$ cat src/rtl/piezo_melody_player.sv
`timescale 1ns/1ps
`default_nettype none
// ============================================================================
// Module      : piezo_melody_player
// Description : Table-driven melody player for a piezo buzzer. A rising edge
//               on trig with a non-zero snd_mode latches the mode and plays
//               that melody from a fixed ROM, note by note, as a square wave.
//               Optional build macro SND_PREEMPT_EN: a valid request arriving
//               during playback restarts playback with the new mode.
// Ports       : clk_1mhz  - system clock
//               rst       - asynchronous active-low reset
//               snd_mode  - melody select (1..7, 0 = none)
//               trig      - play request, rising edge is the request
//               playing   - high while a melody is in progress
//               piezo_out - square-wave drive to the piezo
// Revision    : 1.0 - initial release
// ============================================================================
module piezo_melody_player #(
    parameter int CLK_HZ      = 1000000,
    parameter int TICK_CYCLES = 10000,
    parameter int MAX_NOTES   = 8
) (
    input  logic       clk_1mhz,
    input  logic       rst,
    input  logic [2:0] snd_mode,
    input  logic       trig,
    output logic       playing,
    output logic       piezo_out
);

    localparam int c_TICK_W = (TICK_CYCLES > 1) ? $clog2(TICK_CYCLES) : 1;
    localparam int c_IDX_W  = (MAX_NOTES > 1) ? $clog2(MAX_NOTES) : 1;
    // Half-period table is in 1 MHz cycles; scale by the integer clock ratio.
    localparam int unsigned c_CLK_SCALE = (CLK_HZ / 1000000 < 1) ? 1 : (CLK_HZ / 1000000);
    localparam logic [c_TICK_W-1:0] c_TICK_LAST = c_TICK_W'(TICK_CYCLES - 1);

    localparam logic [0:0] c_ST_IDLE = 1'b0;
    localparam logic [0:0] c_ST_PLAY = 1'b1;

    logic [0:0]          r_state;
    logic [0:0]          w_state_nxt;
    logic                r_trig_prev;
    logic [2:0]          r_mode;
    logic [c_IDX_W-1:0]  r_idx;
    logic [c_TICK_W-1:0] r_tick_cnt;
    logic [5:0]          r_unit_cnt;
    logic [15:0]         r_tone_cnt;
    logic                r_piezo;

    logic                w_trig_req;
    logic                w_start;
    logic [2:0]          w_idx3;
    logic [5:0]          w_sel;
    logic [3:0]          w_tone;
    logic [5:0]          w_ticks;
    logic [2:0]          w_last3;
    logic [15:0]         w_half_base;
    logic [15:0]         w_half;
    logic                w_tick_done;
    logic                w_unit_last;
    logic                w_note_done;
    logic                w_last_note;

    assign w_trig_req = trig && !r_trig_prev && (snd_mode != 3'd0);

`ifdef SND_PREEMPT_EN
    assign w_start = w_trig_req;
`else
    assign w_start = w_trig_req && (r_state == c_ST_IDLE);
`endif

    // ROM address: octal digit pair {mode, note index}.
    assign w_idx3 = 3'(r_idx);
    assign w_sel  = {r_mode, w_idx3};

    always_comb begin
        w_tone  = 4'd0;
        w_ticks = 6'd0;
        case (w_sel)
            6'o10: begin w_tone = 4'd6;  w_ticks = 6'd10; end
            6'o20: begin w_tone = 4'd11; w_ticks = 6'd30; end
            6'o30: begin w_tone = 4'd8;  w_ticks = 6'd5;  end
            6'o31: begin w_tone = 4'd10; w_ticks = 6'd5;  end
            6'o40: begin w_tone = 4'd1;  w_ticks = 6'd15; end
            6'o50: begin w_tone = 4'd8;  w_ticks = 6'd10; end
            6'o51: begin w_tone = 4'd9;  w_ticks = 6'd10; end
            6'o52: begin w_tone = 4'd10; w_ticks = 6'd10; end
            6'o53: begin w_tone = 4'd11; w_ticks = 6'd20; end
            6'o60: begin w_tone = 4'd5;  w_ticks = 6'd15; end
            6'o61: begin w_tone = 4'd3;  w_ticks = 6'd15; end
            6'o62: begin w_tone = 4'd2;  w_ticks = 6'd15; end
            6'o63: begin w_tone = 4'd1;  w_ticks = 6'd30; end
            6'o70: begin w_tone = 4'd8;  w_ticks = 6'd10; end
            6'o71: begin w_tone = 4'd9;  w_ticks = 6'd10; end
            6'o72: begin w_tone = 4'd10; w_ticks = 6'd10; end
            6'o73: begin w_tone = 4'd11; w_ticks = 6'd10; end
            6'o74: begin w_tone = 4'd10; w_ticks = 6'd10; end
            6'o75: begin w_tone = 4'd11; w_ticks = 6'd30; end
            default: ;
        endcase
    end

    // Index of the final note of each melody.
    always_comb begin
        w_last3 = 3'd0;
        case (r_mode)
            3'd3:    w_last3 = 3'd1;
            3'd5:    w_last3 = 3'd3;
            3'd6:    w_last3 = 3'd3;
            3'd7:    w_last3 = 3'd5;
            default: w_last3 = 3'd0;
        endcase
    end

    always_comb begin
        w_half_base = 16'd0;
        case (w_tone)
            4'd1:    w_half_base = 16'd1911;
            4'd2:    w_half_base = 16'd1703;
            4'd3:    w_half_base = 16'd1517;
            4'd4:    w_half_base = 16'd1432;
            4'd5:    w_half_base = 16'd1276;
            4'd6:    w_half_base = 16'd1136;
            4'd7:    w_half_base = 16'd1012;
            4'd8:    w_half_base = 16'd956;
            4'd9:    w_half_base = 16'd758;
            4'd10:   w_half_base = 16'd638;
            4'd11:   w_half_base = 16'd478;
            default: w_half_base = 16'd0;
        endcase
    end

    assign w_half      = 16'(w_half_base * c_CLK_SCALE);
    assign w_tick_done = (r_tick_cnt == c_TICK_LAST);
    assign w_unit_last = (r_unit_cnt == (w_ticks - 6'd1));
    assign w_note_done = w_tick_done && w_unit_last;
    assign w_last_note = (w_idx3 == w_last3);

    always_comb begin
        w_state_nxt = r_state;
        case (r_state)
            c_ST_IDLE: if (w_start) w_state_nxt = c_ST_PLAY;
            c_ST_PLAY: if (w_note_done && w_last_note && !w_start) w_state_nxt = c_ST_IDLE;
            default:   w_state_nxt = c_ST_IDLE;
        endcase
    end

    always_ff @(posedge clk_1mhz or negedge rst) begin
        if (!rst) begin
            r_state <= c_ST_IDLE;
        end else begin
            r_state <= w_state_nxt;
        end
    end

    always_ff @(posedge clk_1mhz or negedge rst) begin
        if (!rst) begin
            r_trig_prev <= 1'b0;
            r_mode      <= 3'd0;
            r_idx       <= '0;
            r_tick_cnt  <= '0;
            r_unit_cnt  <= 6'd0;
            r_tone_cnt  <= 16'd0;
            r_piezo     <= 1'b0;
        end else begin
            r_trig_prev <= trig;
            if (w_start) begin
                r_mode     <= snd_mode;
                r_idx      <= '0;
                r_tick_cnt <= '0;
                r_unit_cnt <= 6'd0;
                r_tone_cnt <= 16'd0;
                r_piezo    <= 1'b0;
            end else if (r_state == c_ST_PLAY) begin
                r_tick_cnt <= w_tick_done ? '0 : r_tick_cnt + c_TICK_W'(1);
                if (w_tick_done) begin
                    r_unit_cnt <= w_unit_last ? 6'd0 : r_unit_cnt + 6'd1;
                end
                // Each note starts low with a fresh half-period count.
                if (w_note_done) begin
                    r_idx      <= w_last_note ? '0 : r_idx + c_IDX_W'(1);
                    r_tone_cnt <= 16'd0;
                    r_piezo    <= 1'b0;
                end else if (w_half == 16'd0) begin
                    r_tone_cnt <= 16'd0;
                    r_piezo    <= 1'b0;
                end else if (r_tone_cnt == (w_half - 16'd1)) begin
                    r_tone_cnt <= 16'd0;
                    r_piezo    <= ~r_piezo;
                end else begin
                    r_tone_cnt <= r_tone_cnt + 16'd1;
                end
            end else begin
                r_tone_cnt <= 16'd0;
                r_piezo    <= 1'b0;
            end
        end
    end

    assign playing   = (r_state == c_ST_PLAY);
    assign piezo_out = r_piezo;

endmodule
`default_nettype wire

$ cat config.mk
export PLATFORM = sky130hd
export DESIGN_NAME = piezo_melody_player
export DESIGN_NICKNAME = d
export VERILOG_FILES = /design/src/rtl/piezo_melody_player.sv
export SDC_FILE = /design/constraint.sdc
export NUM_CORES = 1
export LEC_CHECK = 0
export CORE_MARGIN = 8
export CORE_UTILIZATION = 63
export DETAILED_ROUTE_END_ITERATION = 8
export PLACE_DENSITY = 0.81
export REMOVE_ABC_BUFFERS = 1
export SKIP_LAST_GASP = 1
export SLEW_MARGIN = 10
export SYNTH_ARGS = -nofsm -noshare
export SYNTH_HDL_FRONTEND = slang
export SYNTH_SLANG_ARGS = --single-unit
$ cat constraint.sdc
create_clock -name clk_1mhz -period 6.68 [get_ports clk_1mhz]
set_input_delay 1.67 -clock clk_1mhz [delete_from_list [all_inputs] [get_ports clk_1mhz]]
set_output_delay 1.67 -clock clk_1mhz [all_outputs]
set_load 0.02 [all_outputs]
==> metrics.csv, run 1 <==
metric,value,unit
Period minus WS final,5600,ps
worst setup path start,r_idx[1],
worst hold slack,513,ps
WS Path Type,reg2reg,
Port Buffers,7,
Clock Skew,12.2,ps
Setup crit end kind,flip-flop,
number of setup buffers added after CTS,0,
Cells after DPL,462,
Total GRT Usage,20.0,%
first-pass GRT wire length,12900,µm
Finished Core Util,67.4,%
Worst EP required,6840,ps
peak supply drop,0.000216,V
post-CTS sizing,0,
Leak Pwr,1.56,nW
Initial Util,63.6,%
routed vias,2981,
DRC marker count from the first detailed-route iteration,185,
CTS Buffer Depth,2,
async set-reset flop share out of synthesis,100,%
post-detail-place hpwl,5290,µm
Overflow after GRT,0,
core area,5370,µm²
antenna violations before repair,0,
leading area contributor after synthesis,dfrtp_1,
cell area after synthesis,3420,µm²
final hold violations,0,
CTS tree,yes,
I/O pin total,8,
Max-Cap Viols,0,
Pwr Density,297,nW/µm²
Routed WL per cell,15.7,µm
Post-synth EDFFs,0,
worst slew pin tran,998,ps
H-tree Lvls,2,
post-synthesis sequential area ratio,33.0,%
largest net degree at the start of global routing,46,
Peak Freq,179,MHz
synth top area cells,"dfrtp_1 (33%), o21ai_0 (5.6%), ha_1 (4.0%), nand2_1 (3.7%), xor2_1 (3.6%)",
vias per cell,6.34,
P&R area growth vs syn,5.97,%
status,completed,
Tcrit/Tclk final,83.9,%
post-route setup TNS,0,ps
Clock Tree Root,clkbuf_8,
nets,414,
"Avg Cell Area, Syn",8.65,µm²
Ys Warns,0,
Worst EP arrival,5760,ps
crit path launch type,flip-flop,
floorplan row count,27,
Max Fanout on Critical Path,16,
gp weighted congestion,0.986,
"flops & latches, synth",45,
die area,8030,µm²
layout cells sized above 1,13.1,%
Synth cell types,79,
HP Class,reg2reg,
"Top FF cell, synth",dfrtp_1,
CTS clock-pin slew for the worst setup and hold paths,90,ps
"Slew Viols, Final",0,
CTS Buf Count,5,
RSZ-0062 raised after global routing,false,
worst r2r src,r_idx[1],
CTS Sinks,45,
Filler cells,425,
Antenna Nets Post-Route,0,
Die W,89.6,µm
Antenna diodes,0,
synth cell count leaders,"dfrtp_1 (45), o21ai_0 (38), nand2_1 (34)",
Clock Latency Late Sink,300,ps
vias in the first global route,2836,
most frequent cell after synthesis,dfrtp_1,
hold-fix buffers at CTS,0,
# DRC,0,
fin cells,470,
total wire length,7390,µm
die height,89.6,µm
final setup fails,0,
hold path start,r_tick_cnt[3],
synthesized instance count,395,
Max transition margin,33.5,%
DRT Pass-1 Iters,4,
top cell type's share of synthesized area,33.0,%
-- flip-flops by register name (all words and copies together), names as in the netlist --
name / count
r_tone_cnt: 16
r_trig_prev: 1
r_mode: 3
r_unit_cnt: 6
playing: 1
r_idx: 3
piezo_out: 1
r_tick_cnt: 14
-- routing by layer --
metal | up-vias | track usage (%) | part of all wire, %
met4 | 0 | 6.50 | 1.5
met1 | 1439 | 26.5 | 47
met5 | - | 0 | 0
li1 | 1438 | - | -
met2 | 90 | 32.6 | 47
met3 | 14 | 2.91 | 4.0
-- final timing paths --
check,to,slack (ps),cells after the start
hold / removal,r_tick_cnt[3],510,1
hold reg to reg,r_tick_cnt[3],510,1
setup / recovery,r_tone_cnt[2],1080,17
max in group asynchronous,r_tick_cnt[6],4520,1
setup reg to reg,r_tone_cnt[2],1080,17
min in group asynchronous,r_tick_cnt[4],1530,1
-- worst max-delay path, cell delays in order, from the launching register on --
cell,delay [ps]
dfrtp_1,440
inv_1,160
ha_1,320
nor4b_1,440
o21ai_2,200
and2_1,290
ha_1,370
nor2_1,230
a21oi_1,120
ha_1,300
xnor2_1,120
or3_2,420
or4_1,490
a22o_1,240
or4b_1,490
nand4b_4,200
o21ai_4,490
nor2_1,110
-- metrics by stage --
step	setup slack, ps	power (mW)	instance area (µm²)
final	1080	1.07	3620
after global routing	795	1.14	3620
after CTS	1090	1.07	3620
after detailed placement	1130	0.828	3490
after global placement	1380	0.809	3490
after floorplan	1610	0.732	3330
-- cell type report --
class / instances / area, µm² / area share [%]
Clock buffer: 5 / 68.8 / 1.90
Clock inverter: 3 / 65.1 / 1.80
Inverter: 17 / 63.8 / 1.76
Multi-Input combinational cell: 321 / 2140 / 59.1
Sequential cell: 45 / 1130 / 31.1
Tap cell: 72 / 90.1 / 2.49
Timing Repair Buffer: 7 / 65.1 / 1.80
-- report_power, final --
group | leakage (nW) | internal [mW] | switching, mW | total, mW
registers | 0.579 | 0.324 | 0.0785 | 0.402
logic | 0.913 | 0.196 | 0.236 | 0.432
clock network | 0.0681 | 0.149 | 0.0913 | 0.240
total | 1.56 | 0.668 | 0.406 | 1.07
-- cell usage in the layout (no fill, tap or decap), types with 5 or more instances in the layout --
cell type	netlist	layout
mux2i_1	5	5
nor2b_1	7	7
xnor2_1	10	10
dfrtp_1	45	45
nor2_2	10	10
a21oi_1	16	16
a31oi_1	7	7
nand2b_1	5	5
o21ai_0	38	38
nand3_1	17	17
ha_1	11	11
xor2_1	14	14
clkdlybuf4s50_1	0	6
clkbuf_8	1	5
nand2_1	34	34
nor3_1	14	14
and3_1	14	14
nor2_1	31	31
inv_1	15	15
-- kinds of logic (layout without fill, tap and decap cells) --
| kind of cell | after synthesis | after routing | share of synthesized area [%] |
|---|---|---|---|
| compound gates | 106 | 106 | 20.9 |
| xor+xnor | 24 | 24 | 6.15 |
| fa+ha+maj | 12 | 12 | 4.32 |
| buf+inv | 29 | 32 | 4.36 |
| flops | 45 | 45 | 33.0 |
| mux | 9 | 9 | 2.78 |
| simple gates | 170 | 170 | 28.5 |
Note: power is estimated with default switching activity, not from simulation.
==> inputs of run 2 (changes only) <==
- clock period: 6.68 -> 5.7 ns (I/O delays scaled with it)
==> run 2 against run 1 <==
Effect of this change:
- clock skew hardly changed
- hold slack better by 4.2 ps
- largest cell class unchanged
- clock power shrank 11%
- cell area down 0.28%
- routed wire length is 0.60% lower
- critical endpoint unchanged
- first-iteration DRC count is 24% lower
- worst setup slack worse by 750 ps
- non-clock buffer count grew 3
- clock-buffer cell count rose by 2
- register-to-register slack worse by 750 ps
- global-route usage increased by 0.18 points
- via count shrank 3.1%
==> metrics.csv, run 2 (synthesis gave the netlist of run 1 again) <==
metric,value,unit,change
status,completed,,unchanged
"commonest cells after routing, fill and taps aside","dfrtp_1 (45), o21ai_0 (38), nand2_1 (34), nor2_1 (31), nand3_1 (17)",,unchanged
DRC marker count from the first detailed-route iteration,141,,was 185
Register-to-Register Path Depth,19,,was 17
Biggest register,r_tone_cnt,,unchanged
Worst EP arrival,5540,ps,was 5760 ps
number of setup buffers added after CTS,0,,unchanged
clock power share,18.0,%,was 22.3%
routed vias,2888,,"was 2,981"
crit path launch type,flip-flop,,unchanged
nets,417,,was 414
Clock Tree Root,clkbuf_8,,unchanged
antenna violations before repair,0,,unchanged
most used routing layer,met2,,unchanged
die area,8030,µm²,unchanged
hold-fix buffers at CTS,0,,unchanged
Die W,89.6,µm,unchanged
Max Fanout on Critical Path,16,,unchanged
Clock Skew,12.4,ps,was 12.2 ps
H-tree Lvls,2,,unchanged
Clock Latency Late Sink,300,ps,about the same
Crit path depth,19,,was 17
number of flip-flops under the largest register name,16,,unchanged
CTS Sinks,45,,unchanged
largest net degree at the start of global routing,46,,unchanged
"most common cell after layout, fill and taps aside",dfrtp_1,,unchanged
Total GRT Usage,20.2,%,was 20.0%
Tcrit/Tclk final,94.2,%,was 83.9%
Antenna diodes,0,,unchanged
gp weighted congestion,0.978,,was 0.986
Worst setup endpoint,r_tone_cnt[2],,unchanged
CTS Buf Count,5,,unchanged
crit-path cells,"inv_1, ha_1, and3_2, o21ba_2, nor4_4, inv_2, ha_1, nor2_1, a21oi_1, ha_1, xnor2_1, or3_2, or4_1, a22o_1, or4b_1, nand4b_4, o21ai_4, buf_4, nor2_1",,"was inv_1, ha_1, nor4b_1, o21ai_2, and2_1, ha_1, nor2_1, a21oi_1, ha_1, xnor2_1, or3_2, or4_1, a22o_1, or4b_1, nand4b_4, o21ai_4, nor2_1"
worst hold slack,517,ps,was 513 ps
Pint,0.724,mW,was 0.668 mW
"most used cell, CP",ha_1,,unchanged
Comb power frac,43.3,%,was 40.2%
grt met1 use,26.3,%,was 26.5%
total wire length,7340,µm,was 7390 µm
CTS tree,yes,,unchanged
layout cells sized above 1,13.7,%,was 13.1%
Worst EP required,5880,ps,was 6840 ps
WS Path Type,reg2reg,,unchanged
peak supply drop,0.000225,V,was 0.000216 V
Psw,0.467,mW,was 0.406 mW
CP max stage cell,or4b_1,,was or4_1
CTS clock-pin slew for the worst setup and hold paths,90,ps,about the same
Leak Pwr,1.56,nW,about the same
Period minus WS final,5370,ps,was 5600 ps
worst slew pin tran,997,ps,was 998 ps
# DRC,0,,unchanged
Worst R2R End,r_tone_cnt[2],,unchanged
final setup fails,0,,unchanged
RSZ-0062 raised after global routing,false,,unchanged
die height,89.6,µm,unchanged
Port Buffers,7,,unchanged
I/O pin total,8,,unchanged
final hold violations,0,,unchanged
Routed WL per cell,15.5,µm,was 15.7 µm
Max transition margin,33.6,%,was 33.5%
vias per cell,6.11,,was 6.34
Peak Freq,186,MHz,was 179 MHz
core area,5370,µm²,unchanged
post-detail-place hpwl,5330,µm,was 5290 µm
vias in the first global route,2806,,"was 2,836"
post-CTS sizing,0,,unchanged
Max-Cap Viols,0,,unchanged
Filler cells,444,,was 425
R2R setup slack,330,ps,was 1080 ps
HP Class,reg2reg,,unchanged
first-pass GRT wire length,12800,µm,"was 12,900 µm"
Antenna Nets Post-Route,0,,unchanged
P&R area growth vs syn,5.68,%,was 5.97%
CP top delay family,simple AND/OR/NAND/NOR gates,,unchanged
Pwr Density,330,nW/µm²,was 297 nW/µm²
CTS Buffer Depth,2,,unchanged
floorplan row count,27,,unchanged
Setup crit end kind,flip-flop,,unchanged
post-route setup TNS,0,ps,unchanged
Overflow after GRT,0,,unchanged
worst r2r src,r_idx[0],,was r_idx[1]
DRT Pass-1 Iters,4,,unchanged
GR Util met2,33.0,%,was 32.6%
top flop regs,"r_tone_cnt x16, r_tick_cnt x14, r_unit_cnt x6",,unchanged
Sw Share,39.2,%,was 37.8%
Seq pwr share,38.7,%,was 37.5%
"Slew Viols, Final",0,,unchanged
Worst Hold Depth,1,,unchanged
Buf/Inv on CP,3,,was 1
GRT met3 Usage,2.73,%,was 2.91%
"Largest stage delay, worst path",490,ps,about the same
worst setup path start,r_idx[0],,was r_idx[1]
Initial Util,63.6,%,unchanged
[run 2: cell types whose count changed in the layout (fill, tap and decap cells not counted), sizes merged]
| cell | previous run | this run |
|---|---|---|
| clkbuf | 5 | 7 |
| bufinv | 2 | 0 |
| buf | 1 | 4 |
[run 2: layout make-up]
class	count	area (µm²)	area share [%]
multi-input combinational	321	2140	59.3
sequential	45	1130	31.2
clock buffer	7	96.3	2.67
tap	72	90.1	2.50
timing repair buffer	10	87.6	2.43
inverter	17	63.8	1.77
clock inverter	1	5.00	0.139
[run 2: metrics by stage]
stage          instances  instance area, µm²  worst slack [ps]  utilization [%]  total power, mW
2_1_floorplan        383                3330               632                -            0.858
3_3_place_gp         465                3510               520             65.3            0.954
3_5_place_dp         465                3510               385             65.3            0.973
4_1_cts              473                3610               354             67.2             1.19
5_1_grt              473                3610              47.2             67.2             1.28
6_report             473                3610               332             67.2             1.19
[run 2: power groups by stage]
stage | registers, mW | clock network, mW | logic (mW)
final | 0.461 | 0.214 | 0.516
after global routing | 0.472 | 0.232 | 0.576
after detailed placement | 0.464 | 0 | 0.509
after floorplan | 0.448 | 0 | 0.409
after global placement | 0.463 | 0 | 0.491
after CTS | 0.460 | 0.219 | 0.514
[run 2: worst reg2reg max path, delay by kind of cell (launching register included)]
| family | cells | cell delay (ps) |
|---|---|---|
| simple gates | 8 | 2520 |
| fa+ha+maj | 3 | 920 |
| compound gates | 4 | 710 |
| flops | 1 | 480 |
| buf+inv | 3 | 470 |
| xor+xnor | 1 | 120 |
[run 2: worst min path at each step]
stage / start / endpoint
2_1_floorplan: r_tick_cnt[2] / r_tick_cnt[2]
3_3_place_gp: r_tick_cnt[13] / r_tick_cnt[13]
3_5_place_dp: r_tick_cnt[2] / r_tick_cnt[2]
4_1_cts: r_tick_cnt[3] / r_tick_cnt[3]
5_1_grt: r_tick_cnt[6] / r_tick_cnt[6]
6_report: r_tick_cnt[3] / r_tick_cnt[3]
[run 2: metal layers]
| layer | up-vias | share of wire, % |
|---|---|---|
| met3 | 12 | 3.4 |
| met2 | 51 | 48 |
| met4 | 0 | 1.7 |
| met5 | - | 0 |
| li1 | 1440 | - |
| met1 | 1385 | 47 |
==> variant 1: new RTL, settings of run 2 <==
The option `SND_PREEMPT_EN` is turned on by a define.
--- a/src/rtl/piezo_melody_player.sv
+++ b/src/rtl/piezo_melody_player.sv
@@ -17,2 +17,4 @@
 // ============================================================================
+`define SND_PREEMPT_EN
+
 module piezo_melody_player #(
Behaviour: same outputs for any inputs over 10 cycles, from zero or initial values and one cycle with rst low; that may be too few to reach the edited logic, so the function may still have changed.
==> variant 1 against run 2 <==
Synthesized area shrank 2.1%; critical path type unchanged; critical path depth shrank 2; power shrank 19%; largest power group is now registers; final cell count grew 1.7%; worst setup slack gained 0.65 ns; wire length is essentially flat; design area shrank 1.9%; global-route usage grew 0.22 points; die area shrank 1.7%; clock power shrank 4%; sequential cell count is the same.
==> variant 1: results (changes against run 2) <==
Place
The detailed placer's ending HPWL came to 5380 um (+0.90%). The cell area after placement came to 3440 um2 (-1.8%). The routability congestion estimate is 0.930 (-4.9%). The placed cell count is 473 (+1.7%).

Global routing
The wire length of the first global-routing pass is 12800 um (-0.11%). The via count of the first global-routing pass was 2778 (-1.0%). The initial antenna violation count is 0 (unchanged).

Finish
In the final layout, the registers with the most flip-flops are r_tone_cnt x16, r_tick_cnt x14, r_unit_cnt x6. The share of layout cells above drive strength 1 is 0.0560 (-0.0812). The total inserted antenna cells was 0 (unchanged). The number of nets in the final layout is 427 (+2.4%).

Synth
Sorting the synthesized cells by area gives the leading types as dfrtp_1 (34%), o21ai_0 (5.2%), nand2_1 (4.8%), nor2_1 (4.8%), xnor2_1 (4.2%). The commonest cells after synthesis are dfrtp_1 (45), nand2_1 (43), nor2_1 (43), o21ai_0 (35), nor3_1 (27). The average footprint of a synthesized cell is 8.22 um2 (-4.9%). The count of different cell masters after synthesis is 65 (-18%).

The portion of the post-synthesis area used by sequential elements is 0.337 (+0.00690).

Worst hold path
The hold-critical path depth is 1 (unchanged).

Detailed routing
The wire length reported by the detailed router is 7350 um (about the same). The mean number of vias per cell is 6.35 (+4.0%). The mean routed wirelength per cell is 15.3 um (-1.6%).

Timing
The clock skew after layout is 0.00635 ns (-0.00607 ns). The pin slew with the least headroom to its limit was 0.978 ns (-0.0192 ns).

Pwr
The share of total power consumed by net switching came to 0.374 (-0.0182). The static leakage is 1.50 nW (-3.7%). The peak supply drop is 233 uV (+3.4%).

Setup path
The peak per-stage delay on the critical path is 0.66 ns (+0.17 ns). The reg-to-reg critical path endpoint is piezo_out$_DFFE_PN0P_. The top fanout value on the critical path is 12 (-4). The data arrival at the endpoint of the critical path came to 4.90 ns (-0.64 ns).

The depth of the most critical reg-to-reg path is 17 (-2). The startpoint identified for the worst register-to-register timing path is r_idx[0]$_DFFE_PN0P_.

Outcome
The run finished with clean final reports.
variant 1: cell types whose count changed in the layout (fill, tap and decap cells not counted), moves of 4 or more:
cell,change
nand2_1,+9
or3_1,+6
nor2b_1,-4
nor2_1,+12
a21oi_1,+6
nor3_1,+13
xnor2_1,+6
inv_1,-5
nor2_2,-10
a31oi_1,-5
variant 1: logic make-up (layout without fill, tap and decap cells):
family / Yosys count / in the layout / synth area share
compound gates: 96 / 96 / 0.191
simple gates: 197 / 197 / 0.305
buf+inv: 24 / 28 / 0.0340
fa+ha+maj: 11 / 11 / 0.0411
mux: 5 / 5 / 0.0157
flops: 45 / 45 / 0.337
xor+xnor: 29 / 29 / 0.0759
variant 1: layout make-up:
cell class                      instances  area (um2)
Sequential cell                        45        1130
Fill cell                             425        1570
Timing Repair Buffer                   10        87.6
Clock inverter                          2        13.8
Inverter                               10        37.5
Clock buffer                            6        82.6
Tap cell                               70        87.6
Multi-Input combinational cell        338        2110
variant 1: layer usage:
layer  track usage  part of all wire  up-vias
met5             0                 0        -
met4        0.0614             0.014        0
met3        0.0511             0.066       12
met2         0.305              0.43      100
met1         0.280              0.49     1440
li1              -                 -     1501
variant 1: power by group through the flow:
stage          Combinational [W]  Clock [W]  Sequential, W
6_report                0.000375   0.000205       0.000389
3_3_place_gp            0.000362          0       0.000393
3_5_place_dp            0.000369          0       0.000394
4_1_cts                 0.000370   0.000213       0.000388
5_1_grt                 0.000422   0.000223       0.000394
2_1_floorplan           0.000297          0       0.000383
variant 1: per-stage QoR:
step	hold WS [ns]	setup WS, ns
5_1_grt	0.536	0.651
3_5_place_dp	0.490	1.06
6_report	0.501	0.983
4_1_cts	0.505	1.05
3_3_place_gp	0.482	1.26
2_1_floorplan	0.456	1.52
==> variant 2: new RTL, config.mk and constraints of run 2 <==
Without the edit above. Put a register stage on the output `playing`, with the module's reset. The value now appears one clock later. The other outputs are not delayed to match.
--- a/src/rtl/piezo_melody_player.sv
+++ b/src/rtl/piezo_melody_player.sv
@@ -199,3 +199,9 @@
 
-    assign playing   = (r_state == c_ST_PLAY);
+    always_ff @(posedge clk_1mhz or negedge rst) begin
+        if (!rst) begin
+            playing <= '0;
+        end else begin
+            playing <= (r_state == c_ST_PLAY);
+        end
+    end
     assign piezo_out = r_piezo;
Behaviour: not the same (Yosys sat finds a counterexample within 4 cycles, from zero or initial values and one cycle with rst low).
==> variant 2 against run 2 <==
Synthesized area rose by 1.1%; sequential cell count rose by 1; power fell by 12%; critical path type unchanged; synthesized cell count rose by 4.8%; highest routed layer unchanged; design area rose by 1.1%; worst setup slack improved by 0.21 ns; sequential share of layout area rose by 0.35 points; wire length rose by 8.8%; critical path depth fell by 2.
==> variant 2: results (changes against run 2) <==
Pwr
The static leakage is 1.52 nW (-2.6%). The peak supply drop is 237 uV (+5.3%).

Finish
The non-filler instance count after layout is 486 (+2.7%). The share of layout cells above drive strength 1 was 0.0556 (-0.0816). The number of nets in the final layout is 430 (+3.1%). In the final layout, the registers with the most flip-flops are r_tone_cnt x16, r_tick_cnt x14, r_unit_cnt x6. The total inserted antenna cells is 0 (unchanged).

Setup path
The data arrival at the endpoint of the critical path is 5.29 ns (-0.25 ns). The peak per-stage delay on the critical path came to 0.58 ns (+0.09 ns). The top fanout value on the critical path is 16 (unchanged). For this design, the slowest cell found on the critical path is or4_4.

Global routing
The global routing usage summed across all routing layers is 0.198 (-0.00349). The global-route met1 utilization was 0.263 (+0.000540). The via count of the first global-routing pass is 2904 (+3.5%). The initial antenna violation count is 0 (unchanged). The wire length of the first global-routing pass is 13700 um (+6.9%). The met3 global-route usage is 0.0208 (-0.00652). The largest net degree at the start of global routing is 47 (+2.2%). The fraction of met2 tracks used by global routing came to 0.325 (-0.00567).

Synth
By area the synthesized netlist is led by dfrtp_1 (33%), o21ai_0 (5.4%), nand3_1 (4.3%), xor2_1 (4.3%), nor2_1 (4.1%). By count the netlist is led by dfrtp_1 (46), nor2_1 (38), o21ai_0 (37), nand3_1 (30), nand2_1 (28). The count of different cell masters after synthesis is 67 (-15%).

The portion of the post-synthesis area used by sequential elements is 0.333 (+0.00366). The number of instances in the synthesized netlist came to 414 (+4.8%). In the synthesized netlist the dominant register cell turns out to be dfrtp_1. The proportion of register bits with asynchronous set or reset after synthesis is 1.00 (unchanged). The number of warning messages in the yosys log was 0 (unchanged).

Detailed routing
The DRC marker count from the first detailed-route iteration is 223 (+58%). The number of detailed-route iterations in the first pass is 4 (unchanged). The mean routed wirelength per cell is 16.4 um (+5.9%).

The post-route antenna net violation count is 0 (unchanged). The mean number of vias per cell was 6.49 (+6.2%).

Timing
The number of pins with negative max-slew slack in the final report is 0 (unchanged). The clock skew after layout is 0.0114 ns (-0.00107 ns). The worst slew slack as a fraction of its limit is 0.273 (-0.0630).

Outcome
The flow ran to the end, and the final reports show no timing, DRC or antenna violations.

Clocking
The TritonCTS buffer count is 5 (unchanged). The number of post-CTS setup repair buffers is 0 (unchanged). After clock tree synthesis, the clock-pin slew on the worst setup and hold paths is roughly 0.08 ns. The clock root buffer is clkbuf_8.

The number of buffers on the longest clock path is 2 (unchanged). The number of H-tree branching levels is 2 (unchanged). The clock network latency to the later pin of the worst-skew pair is 0.30 ns (about the same).

Place
The routability congestion estimate is 0.897 (-8.3%). The total of buffers placed on input and output ports is 7 (unchanged). The cell area after placement is 3550 um2 (+1.2%). The placed cell count came to 478 (+2.8%). The detailed placer's ending HPWL is 5810 um (+9.1%).

Worst hold path
The type of the most critical hold path is reg -> reg.
## variant 2: final timing paths
path | startpoint | endpoint | slack [ns] | cells past startpoint
max in group asynchronous | rst | r_tone_cnt[12]$_DFF_PN0_ | 3.79 | 1
min in group asynchronous | rst | r_tick_cnt[2]$_DFFE_PN0P_ | 1.29 | 1
setup / recovery | r_idx[1]$_DFFE_PN0P_ | r_tone_cnt[4]$_DFF_PN0_ | 0.55 | 17
hold reg to reg | r_tick_cnt[2]$_DFFE_PN0P_ | r_tick_cnt[2]$_DFFE_PN0P_ | 0.51 | 1
setup reg to reg | r_idx[1]$_DFFE_PN0P_ | r_tone_cnt[4]$_DFF_PN0_ | 0.55 | 17
hold / removal | r_tick_cnt[2]$_DFFE_PN0P_ | r_tick_cnt[2]$_DFFE_PN0P_ | 0.51 | 1
## variant 2: final cells by class
class                      instances  area [um2]
fill                             437        1760
clock buffer                       7        86.3
sequential                        46        1150
multi-input combinational        340        2190
clock inverter                     1        5.00
tap                               72        90.1
inverter                          11        41.3
timing repair buffer               9        80.1
## variant 2: report_power, final
part,total (W),switching (W),internal (W)
clock network,0.000203,0.000105,0.0000979
logic,0.000393,0.000228,0.000165
registers,0.000448,0.0000705,0.000378
## variant 2: stage by stage
stage,util,hold WS (ns),worst slack [ns]
after floorplan,-,0.464,1.11
after global placement,0.657,0.490,0.637
after detailed placement,0.657,0.499,0.426
after CTS,0.674,0.511,0.418
after global routing,0.675,0.537,0.0866
final,0.675,0.514,0.546
## variant 2: kinds of logic (layout without fill, tap and decap cells)
family	Yosys count	in the layout	synth area share
muxes	8	8	0.0246
buffers and inverters	28	28	0.0326
xor gates and xnor gates	28	28	0.0710
AOI/OAI and AO/OA	108	108	0.212
and+or+nand+nor	184	184	0.284
DFF	46	46	0.333
adders and majority gates	12	12	0.0428
## variant 2: repair_timing
action / in CTS / in global routing
setup endpoints to repair: 0 / 16
hold endpoints to repair: 0 / 0
resized for setup: 0 / 1
## variant 2: worst max-delay path, delay by kind of cell (launching register included)
kind,cells,cell delay (ns)
fa+ha+maj,3,1.09
flops,1,0.46
compound gates,6,1.15
buf+inv,2,0.24
simple gates,6,2.06
## variant 2: layer usage
| layer | vias to the layer above | part of all wire | routed length (um) |
|---|---|---|---|
| met1 | 1512 | 0.46 | 3700 |
| li1 | 1537 | - | - |
| met3 | 10 | 0.039 | 310 |
| met5 | - | 0 | 0 |
| met2 | 93 | 0.48 | 3860 |
| met4 | 0 | 0.015 | 118 |
